### config.mk
export PLATFORM = sky130hd
export DESIGN_NAME = seq_div_8bit_flat
export DESIGN_NICKNAME = d
export VERILOG_FILES = /design/src/rtl/seq_div_8bit_if.sv /design/src/rtl/seq_div_8bit.sv /design/src/flat_wrapper.sv
export SDC_FILE = /design/constraint.sdc
export NUM_CORES = 1
export LEC_CHECK = 0
export CORE_ASPECT_RATIO = 1.75
export CORE_MARGIN = 4
export CORE_UTILIZATION = 25
export CTS_BUF_LIST = sky130_fd_sc_hd__clkbuf_4 sky130_fd_sc_hd__clkbuf_8 sky130_fd_sc_hd__clkbuf_16
export DETAILED_ROUTE_END_ITERATION = 8
export HOLD_SLACK_MARGIN = 0.15
export SLEW_MARGIN = 20
export SYNTH_ARGS = -nofsm -noshare
export SYNTH_HDL_FRONTEND = slang
export SYNTH_SLANG_ARGS = --single-unit
### constraint.sdc
create_clock -name clk -period 2.97 [get_ports clk]
set_input_delay 0.4455 -clock clk [delete_from_list [all_inputs] [get_ports clk]]
set_output_delay 0.4455 -clock clk [all_outputs]
set_load 0.02 [all_outputs]
### src/rtl/seq_div_8bit_if.sv
// Operand/result bundle for the sequential restoring divider.
// Handshake: i_start is sampled only while o_busy is low; results are valid in the
// single cycle o_done is high and hold until the next o_done.
interface seq_div_8bit_if #(
  parameter int DATA_WIDTH = 8
);
  logic                  i_start;
  logic [DATA_WIDTH-1:0] i_value_a;
  logic [DATA_WIDTH-1:0] i_value_b;
  logic                  o_busy;
  logic                  o_done;
  logic [DATA_WIDTH-1:0] o_value_quot;
  logic [DATA_WIDTH-1:0] o_value_rem;
  logic                  o_div_by_zero;
  logic [1:0]            o_state;

  modport master (
    output i_start, i_value_a, i_value_b,
    input  o_busy, o_done, o_value_quot, o_value_rem, o_div_by_zero, o_state
  );

  modport slave (
    input  i_start, i_value_a, i_value_b,
    output o_busy, o_done, o_value_quot, o_value_rem, o_div_by_zero, o_state
  );
endinterface

### src/rtl/seq_div_8bit.sv
// Unsigned restoring divider, one quotient bit per clock, MSB first.
// Results and the done pulse are registered on the edge that leaves DONE.
module seq_div_8bit #(
  parameter int DATA_WIDTH = 8
) (
  input  logic          clk,
  input  logic          reset_n,
  seq_div_8bit_if.slave bus
);
  localparam int CW = $clog2(DATA_WIDTH + 1);

  typedef enum logic [1:0] {
    IDLE = 2'd0,
    CALC = 2'd1,
    DONE = 2'd2
  } state_t;

  state_t state_q, state_d;

  logic [DATA_WIDTH-1:0] a_q, a_d;
  logic [DATA_WIDTH-1:0] b_q, b_d;
  logic [DATA_WIDTH-1:0] sh_q, sh_d;
  logic [DATA_WIDTH-1:0] rem_q, rem_d;
  logic [DATA_WIDTH-1:0] quot_q, quot_d;
  logic [CW-1:0]         cnt_q, cnt_d;
  logic [DATA_WIDTH-1:0] out_quot_q, out_quot_d;
  logic [DATA_WIDTH-1:0] out_rem_q, out_rem_d;
  logic                  out_dbz_q, out_dbz_d;
  logic                  done_q, done_d;

  logic [DATA_WIDTH:0]   trial;
  logic [DATA_WIDTH:0]   diff;
  logic                  fits;

  // Since rem < b, the top bit of the (W+1)-bit difference is exactly the borrow.
  always_comb begin
    trial = {rem_q, sh_q[DATA_WIDTH-1]};
    diff  = trial - {1'b0, b_q};
    fits  = ~diff[DATA_WIDTH];
  end

  always_ff @(posedge clk or negedge reset_n) begin
    if (!reset_n) begin
      state_q <= IDLE;
    end else begin
      state_q <= state_d;
    end
  end

  always_comb begin
    state_d = state_q;
    case (state_q)
      IDLE: begin
        if (bus.i_start) begin
          state_d = (bus.i_value_b == '0) ? DONE : CALC;
        end
      end
      CALC: begin
        if (cnt_q == CW'(DATA_WIDTH - 1)) begin
          state_d = DONE;
        end
      end
      DONE:    state_d = IDLE;
      default: state_d = IDLE;
    endcase
  end

  always_comb begin
    a_d        = a_q;
    b_d        = b_q;
    sh_d       = sh_q;
    rem_d      = rem_q;
    quot_d     = quot_q;
    cnt_d      = cnt_q;
    out_quot_d = out_quot_q;
    out_rem_d  = out_rem_q;
    out_dbz_d  = out_dbz_q;
    done_d     = 1'b0;
    case (state_q)
      IDLE: begin
        if (bus.i_start) begin
          a_d    = bus.i_value_a;
          b_d    = bus.i_value_b;
          sh_d   = bus.i_value_a;
          rem_d  = '0;
          quot_d = '0;
          cnt_d  = '0;
        end
      end
      CALC: begin
        sh_d   = sh_q << 1;
        rem_d  = fits ? diff[DATA_WIDTH-1:0] : trial[DATA_WIDTH-1:0];
        quot_d = {quot_q[DATA_WIDTH-2:0], fits};
        cnt_d  = cnt_q + CW'(1);
      end
      DONE: begin
        done_d = 1'b1;
        if (b_q == '0) begin
          out_quot_d = '1;
          out_rem_d  = a_q;
          out_dbz_d  = 1'b1;
        end else begin
          out_quot_d = quot_q;
          out_rem_d  = rem_q;
          out_dbz_d  = 1'b0;
        end
      end
      default: ;
    endcase
  end

  always_ff @(posedge clk or negedge reset_n) begin
    if (!reset_n) begin
      a_q        <= '0;
      b_q        <= '0;
      sh_q       <= '0;
      rem_q      <= '0;
      quot_q     <= '0;
      cnt_q      <= '0;
      out_quot_q <= '0;
      out_rem_q  <= '0;
      out_dbz_q  <= 1'b0;
      done_q     <= 1'b0;
    end else begin
      a_q        <= a_d;
      b_q        <= b_d;
      sh_q       <= sh_d;
      rem_q      <= rem_d;
      quot_q     <= quot_d;
      cnt_q      <= cnt_d;
      out_quot_q <= out_quot_d;
      out_rem_q  <= out_rem_d;
      out_dbz_q  <= out_dbz_d;
      done_q     <= done_d;
    end
  end

  assign bus.o_busy        = (state_q != IDLE);
  assign bus.o_done        = done_q;
  assign bus.o_value_quot  = out_quot_q;
  assign bus.o_value_rem   = out_rem_q;
  assign bus.o_div_by_zero = out_dbz_q;
  assign bus.o_state       = state_q;
endmodule

### src/flat_wrapper.sv
// flat-port wrapper written by rule: the top's interface ports become plain ports
module seq_div_8bit_flat 
#(
  parameter int DATA_WIDTH = 8
)
  (clk, reset_n, bus_i_start, bus_i_value_a, bus_i_value_b, bus_o_busy, bus_o_done, bus_o_value_quot, bus_o_value_rem, bus_o_div_by_zero, bus_o_state);
  seq_div_8bit_if #(.DATA_WIDTH(DATA_WIDTH)) bus_i ();
  input  logic clk;
  input  logic reset_n;
  input wire logic [$bits(bus_i.i_start)-1:0] bus_i_start;
  input wire logic [$bits(bus_i.i_value_a)-1:0] bus_i_value_a;
  input wire logic [$bits(bus_i.i_value_b)-1:0] bus_i_value_b;
  output wire logic [$bits(bus_i.o_busy)-1:0] bus_o_busy;
  output wire logic [$bits(bus_i.o_done)-1:0] bus_o_done;
  output wire logic [$bits(bus_i.o_value_quot)-1:0] bus_o_value_quot;
  output wire logic [$bits(bus_i.o_value_rem)-1:0] bus_o_value_rem;
  output wire logic [$bits(bus_i.o_div_by_zero)-1:0] bus_o_div_by_zero;
  output wire logic [$bits(bus_i.o_state)-1:0] bus_o_state;
  assign bus_i.i_start = bus_i_start;
  assign bus_i.i_value_a = bus_i_value_a;
  assign bus_i.i_value_b = bus_i_value_b;
  assign bus_o_busy = bus_i.o_busy;
  assign bus_o_done = bus_i.o_done;
  assign bus_o_value_quot = bus_i.o_value_quot;
  assign bus_o_value_rem = bus_i.o_value_rem;
  assign bus_o_div_by_zero = bus_i.o_div_by_zero;
  assign bus_o_state = bus_i.o_state;
  seq_div_8bit #(.DATA_WIDTH(DATA_WIDTH)) u_core (.clk(clk), .reset_n(reset_n), .bus(bus_i));
endmodule
# == After elaboration in Yosys (flattened, before gate mapping) ==
# Cells that the tools add are included.
# word_totals
output_inout_bits,21
elab_cells,43
regBits,64
# op_classes
muxes,16
n_reduce_logical,8
bitwise,1
add_sub_neg,2
n_eq_ne,5
# ops
operator,n
$pmux W8 S2,3
$mux W8,5
$logic_not A8 Y1,2
$sub A9 B8 Y9,1
$pmux W4 S2,1
$mux W2,3
$reduce_and A2 Y1,3
$add A4 B1 Y4 const B,1
$eq A4 B3 Y1 const B,1
$mux W4,1
$pmux W2 S2,1
$reduce_bool A2 Y1,2
$eq A2 B1 Y1 const B,1
$eq A2 B2 Y1 const B,1
$logic_not A2 Y1,1
$mux W1,2
$ne A2 B1 Y1 const B,1
$ne A2 B2 Y1 const B,1
$not A1 Y1,1

# == Logic depth before layout (Yosys ltp) ==
# Gate-level depths: netlist of the first run.
# depth
depth_word,4
ltp_mapped,10
depth_no_buf,10

# == Worst setup path before layout of the first run ==
# OpenSTA, ideal clock, no wires.
# synth_timing
kind,register to register
start,register u_core.sh_q[7]
end,register u_core.rem_q[0]
slack_ns,0.571
path_stages_with_launch,11
arrival_ns,2.318
path_buffers,0
period_less_slack_ns,2.399
path_cell_list,dfrtp_1 -> inv_1 -> ha_1 -> inv_1 -> fa_1 -> a21o_2 -> a221oi_4 -> nand3_4 -> o311ai_4 -> mux2_4 -> o22ai_2
# synth_via
elab_chain_len,3
# synth_lines
element,line_no,source
from (decl),seq_div_8bit.sv:22,"logic [DATA_WIDTH-1:0] sh_q, sh_d;"
from (signal assigned),seq_div_8bit.sv:116,sh_q <= '0;
from (signal assigned),seq_div_8bit.sv:127,sh_q <= sh_d;
$sub A9 B8 Y9,seq_div_8bit.sv:38,"diff = trial - {1'b0, b_q};"
$mux W8 (*),seq_div_8bit.sv:92,rem_d = fits ? diff[DATA_WIDTH-1:0] : trial[DATA_WIDTH-1:0];
$pmux W8 S2 (*),seq_div_8bit.sv:79,case (state_q)
to (signal assigned),seq_div_8bit.sv:128,rem_q <= rem_d;
to (decl),seq_div_8bit.sv:23,"logic [DATA_WIDTH-1:0] rem_q, rem_d;"
# Mark *: on every way between the ends. The rest lies on a longest branch, timed or not.
# A chain may end at the register's enable or synchronous reset.

# == Final worst setup path of the first run ==
# Ends and elaborated chain as after synthesis.

==> results.yml, run 1 <==
critical_path:
  cp_slowest_stage_delay_ns: 0.40
  critical_path_arrival_ns: 2.85
  crit_type: "register to register"
  r2r-start: "u_core.sh_q[7]"
  reg2regPathDepth: 10
  path_cells: "inv_1 -> ha_1 -> inv_1 -> fa_1 -> a21o_2 -> a221oi_4 -> nand3_4 -> o311ai_4 -> mux2_4 -> o22ai_2"
  path_max_fanout: 9
  cp-end-kind: "register"
  cp_common_cell: "inv_1"
  worst-path-stages: 10
  cp.buffers_inverters: 2
  cp_top_family: "compound AO/OA/AOI/OAI gates"
  critPathLaunchType: "register"
  crit_slowest_cell: "fa_1"
  crit_required_ns: 3.20
  endpoint: "u_core.rem_q[0]"
  r2r_end: "u_core.rem_q[0]"
  r2r_slack_ns: 0.35
  cp-startpoint: "u_core.sh_q[7]"
cts:
  cts_setup_buffers: 0
  cts_buffer_depth: 2
  tritoncts: "built"
  cts_root_buf: "clkbuf_16"
  cts.htree.levels: 3
  cts_resized: 0
  hold_buffers: 1
  cts.clk_slew.worst_paths_ns: 0.05
  cts_buffers: 9
  insertion_delay_ns: 0.33
  clock-sinks: 64
global_route:
  grt_pass1_wl_um: 11600
  grt.overflow.total: 0
  antenna_found_initial: 0
  grt_pass1_vias: 2349
  track_usage_pct: 10.6
  grt_max_degree: 27
finish:
  fin_nets: 372
  num_antenna_cells: 0
  seqCellArea_um2: 1600
  final_cell_mix: "nand2_1, dfrtp_1, o21ai_0"
  nFillCells: 1217
  drive_above_1_share_pct: 12.7
  area_growth_pct: 28.3
  multi_input_area_um2: 1350
  layout_commonest_cell: "nand2_1"
route:
  drc_errors: 0
  viasPerCell: 4.54
  vias: 2319
  first_pass_iters: 4
  drtIter0Drc: 78
  wire_per_inst_um: 13.9
  postRouteAntennaNets: 0
  drt_wl_total_um: 7110
floorplan:
  dieArea_um2: 14200
  rows: 53
  start_util_pct: 25.6
  io_pins: 40
  die_x_um: 91.8
  die_h_um: 155
  floorplan.core_area_um2: 12000
timing:
  worst_pin_slew_ns: 0.932
  clock_skew_ns: 0.00586
  fin_tns_setup_ns: 0
  finalHoldViolCount: 0
  period_share_pct: 88.3
  post-route-min-period_ns: 2.62
  fmax_mhz: 381
  rsz0062_at_grt: "no"
  setup_viol: 0
  holdWs_ns: 0.463
  maxSlewHeadroom_pct: 37.9
  maxSlewViolCount: 0
run:
  drv_cap: 0
place:
  place_congestion: 0.789
  port_buffers: 39
  dp_hpwl_um: 5250
power_and_ir_drop:
  vdd_drop_max_mv: 0.695
  p_seq_share_pct: 31.3
  internal_power_mw: 2.99
  p_leak_nw: 1.72
  power_density_nw_per_um2: 1240
  clkPwrFrac_pct: 21.6
  swShare_pct: 38.8
  p_sw_mw: 1.89
  combPwrFrac_pct: 47.2
synth:
  syn_inst: 300
  ys_warn_count: 0
  synth.distinct_cells: 48
  ys_seq_area_share_pct: 52.1
  synth_area_um2: 3070
  syn_nets: 329
  async_flop_share_pct: 100
  avgSynthCellArea_um2: 10.2
  ys_seq_elements: 64
  synth_edf_count: 0
  synthFlopType: "dfrtp_1"
worst_hold_path:
  hold_depth: 2
  hold_class: "register to register"
outcome:
  outcome: "completed"
-- registers in the layout, indices dropped and copies added, names as in the netlist --
name	cells
u_core.bus.o_state	2
u_core.rem_q	8
u_core.bus.o_value_quot	8
u_core.b_q	8
u_core.bus.o_value_rem	8
u_core.sh_q	8
u_core.bus.o_div_by_zero	1
u_core.cnt_q	4
u_core.bus.o_done	1
u_core.quot_q	8
u_core.a_q	8
-- area by class of cell --
cell class              instances  share of cell area [%]
inverters                      12                    1.14
well taps                     165                    5.24
clock inverters                 3                    1.08
repair buffers                 47                    11.4
multi-input cells             209                    34.1
clock buffers                  11                    6.41
flip-flops and latches         64                    40.6
-- through the flow --
step	instances	worst slack [ns]	utilization (%)	total power, mW	area [µm²]
floorplan	300	0.571	-	3.19	3070
global placement	496	0.446	30.3	3.79	3640
detailed placement	496	0.372	30.3	3.87	3640
CTS	511	0.356	32.8	4.93	3940
global route	511	0.252	32.8	5.22	3940
finish	511	0.348	32.8	4.88	3940
-- synthesized netlist by cell type (3+ instances only) --
cell type,number,area (µm²)
xnor2_1,4,35.0
inv_1,11,41.3
dfrtp_1,64,1600
mux2i_1,13,130
nor2_1,7,26.3
a22oi_1,6,45.0
a21oi_1,5,25.0
o21ai_0,39,195
mux2_2,10,113
buf_2,3,15.0
ha_1,9,113
nand2_1,75,282
clkbuf_1,8,30.0
o22ai_1,5,31.3
-- kinds of logic after synthesis --
| kind of cell | count (synthesis) | share of synthesized area, % |
|---|---|---|
| simple gates | 100 | 14.4 |
| compound gates | 69 | 14.7 |
| fa+ha+maj | 10 | 4.32 |
| flops | 64 | 52.1 |
| buf+inv | 27 | 4.32 |
| xor+xnor | 6 | 1.71 |
| mux | 24 | 8.39 |
-- power by group through the flow --
stage / Sequential, mW / Combinational (mW) / Clock [mW]
4_1_cts: 1.53 / 2.33 / 1.07
6_report: 1.53 / 2.30 / 1.05
3_3_place_gp: 1.53 / 2.26 / 0
2_1_floorplan: 1.59 / 1.60 / 0
3_5_place_dp: 1.54 / 2.32 / 0
5_1_grt: 1.58 / 2.54 / 1.11
-- worst register-to-register path: stages, from the launching register on --
cell and delay, ns:
dfrtp_1 0.35, inv_1 0.10, ha_1 0.17, inv_1 0.05, fa_1 0.40, a21o_2 0.26
a221oi_4 0.39, nand3_4 0.12, o311ai_4 0.21, mux2_4 0.36, o22ai_2 0.11
-- worst min-delay path by stage --
stage | start | endpoint
after detailed placement | u_core.sh_q[5] | u_core.sh_q[5]
final | u_core.bus.o_value_quot[5] | u_core.bus.o_value_quot[5]
after CTS | u_core.sh_q[5] | u_core.sh_q[5]
after global placement | u_core.sh_q[5] | u_core.sh_q[5]
after global routing | u_core.sh_q[5] | u_core.sh_q[5]
after floorplan | reset_n | u_core.a_q[0]
-- per-layer routing --
layer / track usage [%] / share of wire, % / routed length (µm)
met1: 10.3 / 36 / 2580
met2: 19.8 / 57 / 4080
met3: 2.87 / 3.5 / 247
met4: 5.53 / 2.8 / 200
met5: 0 / 0 / 0
Power figures use the tool's default switching activity.
==> run 2, diff against run 1 <==
--- a/config.mk
+++ b/config.mk
@@ -6,11 +6,12 @@
 export NUM_CORES = 1
 export LEC_CHECK = 0
 export CORE_ASPECT_RATIO = 1.75
-export CORE_MARGIN = 4
-export CORE_UTILIZATION = 25
+export CORE_MARGIN = 5
+export CORE_UTILIZATION = 55
 export CTS_BUF_LIST = sky130_fd_sc_hd__clkbuf_4 sky130_fd_sc_hd__clkbuf_8 sky130_fd_sc_hd__clkbuf_16
 export DETAILED_ROUTE_END_ITERATION = 8
 export HOLD_SLACK_MARGIN = 0.15
+export PLACE_DENSITY_LB_ADDON = 0.2
 export SLEW_MARGIN = 20
 export SYNTH_ARGS = -nofsm -noshare
 export SYNTH_HDL_FRONTEND = slang
==> run 2 against run 1 <==
Total power fell by 4.6%; critical endpoint unchanged; largest cell class unchanged; clock power fell by 21%; first-iteration DRC count rose by 51%.
==> results.yml, run 2 (synthesis gave the netlist of run 1 again) <==
floorplan:
  die_x_um: 66.5
  io_pins: 40
  floorplan.core_area_um2: 5500
  rows: 36
  die_h_um: 109
  start_util_pct: 55.9
  dieArea_um2: 7240
outcome:
  outcome: "completed"
critical_path:
  cp-end-kind: "register"
  crit_type: "register to register"
  critical_path_arrival_ns: 2.87
  path_max_fanout: 9
  crit_required_ns: 3.22
  critPathLaunchType: "register"
finish:
  utilization_pct: 68.6
  num_antenna_cells: 0
  multi_input_area_um2: 1350
  nFillCells: 459
  fin_area_um2: 3770
  drive_above_1_share_pct: 13.2
  seqCellArea_um2: 1600
  fin_cells: 424
  area_growth_pct: 22.6
  final_cell_mix: "nand2_1, dfrtp_1, o21ai_0"
  layout_commonest_cell: "nand2_1"
  fin_nets: 372
cts:
  insertion_delay_ns: 0.35
  clock-sinks: 64
  cts.clk_slew.worst_paths_ns: 0.08
  cts_resized: 0
  cts_buffers: 9
  cts_setup_buffers: 0
  tritoncts: "built"
  cts_buffer_depth: 2
  cts.htree.levels: 3
  cts_root_buf: "clkbuf_8"
power_and_ir_drop:
  power_density_nw_per_um2: 1240
  vdd_drop_max_mv: 0.744
  p_leak_nw: 1.69
  fin_total_pwr_mw: 4.66
timing:
  fmax_mhz: 382
  setup_viol: 0
  period_share_pct: 88.2
  layout_setup_ws_ns: 0.352
  holdWs_ns: 0.465
  maxSlewHeadroom_pct: 36.6
  maxSlewViolCount: 0
  finalHoldViolCount: 0
  post-route-min-period_ns: 2.62
  fin_tns_setup_ns: 0
  clock_skew_ns: 0.00796
  rsz0062_at_grt: "no"
  worst_pin_slew_ns: 0.951
route:
  wire_per_inst_um: 15.6
  viasPerCell: 5.50
  drtIter0Drc: 118
  drt_wl_total_um: 6620
  first_pass_iters: 4
  postRouteAntennaNets: 0
  drc_errors: 0
  vias: 2331
place:
  place_area_um2: 3540
  dp_hpwl_um: 4810
  dp.cells: 407
  port_buffers: 39
  pre_cts_ws_ns: 0.380
  place_congestion: 0.801
global_route:
  track_usage_pct: 20.7
  grt_max_degree: 28
  grt_pass1_wl_um: 11100
  grt_pass1_vias: 2347
  antenna_found_initial: 0
  grt.overflow.total: 0
worst_hold_path:
  hold_class: "register to register"
run:
  drv_cap: 0
## run 2: layer usage
layer	global-route usage (%)	vias to the layer above	share of wire, %
met5	0	-	0
met4	9.45	0	2.6
met3	4.85	15	3.4
met2	37.0	49	55
met1	22.8	1152	39
li1	-	1115	-
## run 2: path summary, 6_finish.rpt
kind,end,slack [ns],startpoint,depth (start not counted)
worst max-delay path,u_core.rem_q[0],0.35,u_core.sh_q[7],10
worst min-delay path,u_core.bus.o_value_quot[6],0.47,u_core.bus.o_value_quot[6],2
worst max register to register,u_core.rem_q[0],0.35,u_core.sh_q[7],10
worst min register to register,u_core.bus.o_value_quot[6],0.47,u_core.bus.o_value_quot[6],2
max in group asynchronous,u_core.bus.o_state[1],1.58,reset_n,3
min in group asynchronous,u_core.quot_q[4],0.64,reset_n,2
## run 2: area by class of cell
class                           count  area share, %
Timing Repair Buffer               47           12.2
Tap cell                           76           2.52
Inverter                           12           1.20
Clock inverter                      7           2.52
Clock buffer                        9           3.29
Sequential cell                    64           42.5
Multi-Input combinational cell    209           35.7
## run 2: worst max-delay path, stage by stage, from the launching register on
cell	delay [ns]
dfrtp_1	0.37
inv_1	0.11
ha_1	0.17
inv_1	0.05
fa_1	0.40
a21o_2	0.26
a221oi_4	0.38
nand3_4	0.12
o311ai_4	0.20
mux2_4	0.35
o22ai_2	0.10
## run 2: repair_timing
| action | CTS | global route |
|---|---|---|
| hold buffers | 1 | 0 |
| endpoints found under the hold margin | 25 | 0 |
| setup endpoints to repair | 0 | 0 |
## run 2: report_power, final
part / total, mW / switching [mW] / internal [mW]
registers: 1.52 / 0.264 / 1.26
clock network: 0.830 / 0.357 / 0.473
logic: 2.31 / 1.25 / 1.05
==> variant 1, RTL diff (config.mk and constraints of run 1) <==
Reset style: synchronous (`reset_n`), changed in 2 clocked blocks.
--- a/src/rtl/seq_div_8bit.sv
+++ b/src/rtl/seq_div_8bit.sv
@@ -40,5 +40,5 @@
   end
 
-  always_ff @(posedge clk or negedge reset_n) begin
+  always_ff @(posedge clk) begin
     if (!reset_n) begin
       state_q <= IDLE;
@@ -110,5 +110,5 @@
   end
 
-  always_ff @(posedge clk or negedge reset_n) begin
+  always_ff @(posedge clk) begin
     if (!reset_n) begin
       a_q        <= '0;
Behaviour: differs if reset_n is asserted again (counterexample within 4 cycles, from zero or initial values and one cycle with reset_n low); with reset_n held inactive, the same outputs for 10 cycles.
==> variant 1 against run 1 <==
  * Die area shrank 4.3%
  * Sequential cell count unchanged
  * Final area fell by 3.9%
  * Setup slack better by 0.27 ns
  * Final cell count is 0.78% higher
  * Largest cell class is now multi-input gates
  * Wire length grew 6.8%
  * Synthesized area is 4.6% lower
  * Via count up 5.2%
Power is not compared: it rests on default switching activity, and its combinational part moved more than twofold at a synthesized area within 25%.
==> variant 1: results (changes against run 1) <==
Cells after DPL: 499 (+0.60%)
Mux cell area share after synthesis: 0.0482 (-0.0356)
Global-route wire length before repair: 12600 um (+8.7%)
HPWL Detailed: 5620 um (+7.0%)
Avg Inst Size Synth: 8.65 sq um (-16%)
Post-Synth Adder-Cell Area: 0.0452 (+0.00208)
Synth warnings: 0 (unchanged)
Vias in the first global route: 2627 (+12%)
Synth top area cells: dfxtp_1, a21oi_1, nand2_1, nor2_1, mux2i_1
Gpl congestion: 0.804 (+1.9%)
R2r worst-path depth: 11 (+1)
Placed inst area: 0.00344 sq mm (-5.3%)
Yosys cell types: 44 (-8.3%)
Run status: completed
Final setup TNS: 0 ns (unchanged)
Iter 0 DRT Violations: 125 (+60%)
# diodes: 0 (unchanged)
Layout cells sized above 1: 0.116 (-0.0114)
Avg WL per Cell: 14.7 um (+6.0%)
Nets: 404 (+8.6%)
Synthesized Nets: 368 (+12%)
EDFF count, synth: 0 (unchanged)
Slew of the pin with the lowest slew margin: 0.642 ns (-0.290 ns)
XOR/XNOR Fraction of Synth Area: 0.0209 (+0.00381)
Fraction of registers with async set/reset: 0 (-1.00)
Synth Area in Compound Gates: 0.213 (+0.0656)
Worst-Skew Late Latency: 0.33 ns (about the same)
Final wirelength: 7590 um (+6.8%)
Synth Flop Type: dfxtp_1
Clock Skew: 0.00660 ns (+0.000739 ns)
GRT Total Usage: 0.119 (+0.0134)
FILL cells: 1155 (-5.1%)
Post-place setup slack: 0.621 ns (+0.250 ns)
Largest net degree at the start of global routing: 37 (+37%)
IR drop worst, VDD: 0.281 mV
CP Max Fanout: 11 (+2)
Clk buf depth: 2 (unchanged)
Commonest cells post-synth: dfxtp_1, nand2_1, a21oi_1, nor2_1, o21ai_1
Vias: 2439 (+5.2%)
DRT Pass-1 Iters: 4 (unchanged)
Leakage: 1.42 nW
CP arrival: 2.60 ns (-0.25 ns)
Register area share after synthesis: 0.437 (-0.0841)
variant 1: cell types whose count changed after synthesis, moves of 9 or more:
cell / change
o21ai_1: +15
a21oi_1: +34
o21ai_0: -37
mux2_2: -10
nand2_1: -28
dfrtp_1: -64
nor2_1: +32
nor2b_1: +9
dfxtp_1: +64
variant 1: area by class of cell:
cell class / count / area (sq um) / share of cell area
Clock inverter: 5 / 105 / 0.0277
Multi-Input combinational cell: 240 / 1500 / 0.395
Inverter: 14 / 52.6 / 0.0139
Clock buffer: 11 / 240 / 0.0634
Tap cell: 135 / 169 / 0.0446
Sequential cell: 64 / 1280 / 0.338
Timing Repair Buffer: 46 / 443 / 0.117
variant 1: cells by family (layout without fill, tap and decap cells):
| family | after synthesis | count (layout) |
|---|---|---|
| AO/OA/AOI/OAI | 93 | 93 |
| XOR/XNOR | 7 | 7 |
| adder cells (fa/ha/maj) | 10 | 10 |
| buffers and inverters | 35 | 76 |
| flip-flops | 64 | 64 |
| multiplexers | 14 | 14 |
| AND/OR/NAND/NOR | 116 | 116 |
variant 1: routing by layer:
layer	up-vias	GRT usage	wire, um
met5	-	0	0
met4	0	0.0936	465
met3	23	0.0189	136
met2	42	0.229	4130
met1	1133	0.111	2860
li1	1241	-	-
variant 1: worst paths after layout:
path,startpoint,endpoint,slack [ns]
setup / recovery,u_core.sh_q[7]$_SDFFE_PN0P_,u_core.rem_q[0]$_SDFFE_PN0P_,0.62
setup reg to reg,u_core.sh_q[7]$_SDFFE_PN0P_,u_core.rem_q[0]$_SDFFE_PN0P_,0.62
hold / removal,u_core.b_q[3]$_SDFFE_PN0P_,u_core.b_q[3]$_SDFFE_PN0P_,0.45
hold reg to reg,u_core.b_q[3]$_SDFFE_PN0P_,u_core.b_q[3]$_SDFFE_PN0P_,0.45
variant 1: critical path: cells and delay by family, from the launching register on:
family          cells  cell delay (ns)
buf+inv             3             0.34
xor+xnor            1             0.14
fa+ha+maj           2             0.56
simple gates        1             0.09
compound gates      3             0.50
mux                 1             0.33
flops               1             0.31
variant 1: power groups by stage:
stage	clock (mW)	sequential (mW)	combinational, mW
3_5_place_dp	0	0.981	0.544
4_1_cts	1.23	0.963	0.548
3_3_place_gp	0	0.979	0.531
5_1_grt	1.27	0.970	0.602
6_report	1.21	0.962	0.540
2_1_floorplan	0	0.976	0.400
==> variant 2, RTL diff (config.mk and constraints of run 1) <==
Without the edit above. `DATA_WIDTH` is set to 8 in 3 places; all go to 16.
--- a/src/rtl/seq_div_8bit_if.sv
+++ b/src/rtl/seq_div_8bit_if.sv
@@ -3,5 +3,5 @@
 // single cycle o_done is high and hold until the next o_done.
 interface seq_div_8bit_if #(
-  parameter int DATA_WIDTH = 8
+  parameter int DATA_WIDTH = 16
 );
   logic                  i_start;
--- a/src/rtl/seq_div_8bit.sv
+++ b/src/rtl/seq_div_8bit.sv
@@ -2,5 +2,5 @@
 // Results and the done pulse are registered on the edge that leaves DONE.
 module seq_div_8bit #(
-  parameter int DATA_WIDTH = 8
+  parameter int DATA_WIDTH = 16
 ) (
   input  logic          clk,
--- a/src/flat_wrapper.sv
+++ b/src/flat_wrapper.sv
@@ -2,5 +2,5 @@
 module seq_div_8bit_flat 
 #(
-  parameter int DATA_WIDTH = 8
+  parameter int DATA_WIDTH = 16
 )
   (clk, reset_n, bus_i_start, bus_i_value_a, bus_i_value_b, bus_o_busy, bus_o_done, bus_o_value_quot, bus_o_value_rem, bus_o_div_by_zero, bus_o_state);
Ports: changed (resized bus_i_value_a, bus_i_value_b, bus_o_value_quot and bus_o_value_rem); port bits go from 40 to 72. The function was not compared with the original's and may differ.
==> variant 2 against run 1 <==
  * Wire length rose by 130%
  * Sequential cell count grew 57
  * Synthesized area up 91%
  * Setup slack got worse by 0.16 ns
  * Hold slack worse by 0.0026 ns
  * Critical path depth grew 2
  * Final area is 95% higher
  * First-iteration DRC count rose to 3.0 times the old value
  * Clock power grew 110%
  * Total power up 95%
  * Clock skew is 0.0032 ns higher
  * Critical path type unchanged
  * Highest routed layer unchanged
==> variant 2: results (changes against run 1) <==
Run status: completed
Reg-to-Reg Start: u_core.sh_q[15]$_DFFE_PN0P_
XOR/XNOR Fraction of Synth Area: 0.0257 (+0.00864)
Iter 0 DRT Violations: 234 (+200%)
Worst-Skew Late Latency: 0.41 ns (+0.08 ns)
CP arrival: 3.08 ns (+0.23 ns)
Synth top area cells: dfrtp_1, o21ai_0, nand2_1, mux2i_1, ha_1
Avg WL per Cell: 16.4 um (+18%)
FILL cells: 2370 (+95%)
Global-route wire length before repair: 25700 um (+120%)
Leakage: 3.27 nW (+90%)
Hold_sp: u_core.bus.o_value_quot[13]$_DFFE_PN0P_
IR drop worst, VDD: 0.523 mV (-25%)
Clock buf count: 19 (+8)
Crit-path slowest cell: dfrtp_1
Register area share after synthesis: 0.515 (-0.00628)
Critical Path Max Stage Delay: 0.38 ns (-0.02 ns)
Synthesized Nets: 648 (+97%)
Seq_cells: 121 (+89%)
Nonclk buf count: 87 (+85%)
Commonest cells post-synth: dfrtp_1, nand2_1, o21ai_0, a21oi_1, clkbuf_1
Placed inst area: 0.00695 sq mm (+91%)
R2r worst-path depth: 12 (+2)
Largest net degree at the start of global routing: 57 (+110%)
Nets: 718 (+93%)
Htree depth: 4 (+1)
Post-Synth Adder-Cell Area: 0.0417 (-0.00146)
Gpl congestion: 0.856 (+8.5%)
Hold crit path type: flop to flop
Clock Skew: 0.00909 ns (+0.00323 ns)
Mux cell area share after synthesis: 0.0583 (-0.0256)
Hold Path End: u_core.bus.o_value_quot[13]$_DFFE_PN0P_
Sw Ratio: 0.393 (+0.00458)
Vias in the first global route: 4734 (+100%)
HPWL Detailed: 12000 um (+130%)
R2R Setup Slk: 0.19 ns (-0.16 ns)
Inverters: 21 (+9)
CP Max Fanout: 8 (-1)
ClkCell Share: 0.0842 (+0.00929)
Die W: 124 um (+35%)
Layout cells sized above 1: 0.111 (-0.0164)
Hold WS: 0.460 ns (-0.00263 ns)
Fraction of area in multi-input gates: 0.348 (+0.00638)
variant 2: cell count changes after synthesis, moves of 10 or more:
cell,delta
a21oi_1,+32
a22o_1,+16
clkbuf_1,+20
dfrtp_1,+57
mux2i_1,+10
nand2_1,+27
nor2_1,+16
nor3b_1,+13
o21ai_0,+44
variant 2: worst register-to-register path, stage by stage (launching register included):
cell and delay (ns):
dfrtp_1 0.38, inv_1 0.08, ha_1 0.16, inv_1 0.06, fa_2 0.36, a211o_1 0.30, a211oi_2 0.25, o21bai_2 0.14
o21ai_4 0.19, buf_12 0.15, xor2_4 0.11, a32o_1 0.29, a31o_2 0.21
variant 2: routing by layer:
layer	up-vias	track usage	wire length, um
li1	2241	-	-
met1	2228	0.129	5790
met2	84	0.247	9400
met3	30	0.0174	360
met4	0	0.0643	580
met5	-	0	0
variant 2: cell families after synthesis:
family                     after synthesis
and+or+nand+nor                        170
xor gates and xnor gates                13
muxes                                   33
adders and majority gates               19
DFF                                    121
AOI/OAI and AO/OA                      179
buffers and inverters                   59
variant 2: power groups by stage:
stage	registers (mW)	logic (mW)	clock network (mW)
floorplan	2.82	2.97	0
global placement	2.89	4.09	0
detailed placement	2.90	4.17	0
CTS	2.88	4.20	2.27
global route	2.96	4.88	2.35
finish	2.88	4.40	2.23
variant 2: through the flow:
step,utilization,total power [mW],cells,setup WS (ns)
after floorplan,-,5.79,594,0.323
after global placement,0.299,6.98,944,0.0977
after detailed placement,0.299,7.07,944,0.0550
after global routing,0.330,10.2,981,0.0349
final,0.330,9.51,981,0.191
after CTS,0.327,9.35,977,0.0156
variant 2: timing repair:
item,in CTS,in global routing
gates resized for setup,0,1
endpoints found under the setup margin,0,15
endpoints found under the hold margin,34,0
buffers inserted,0,2
hold buffers,1,0
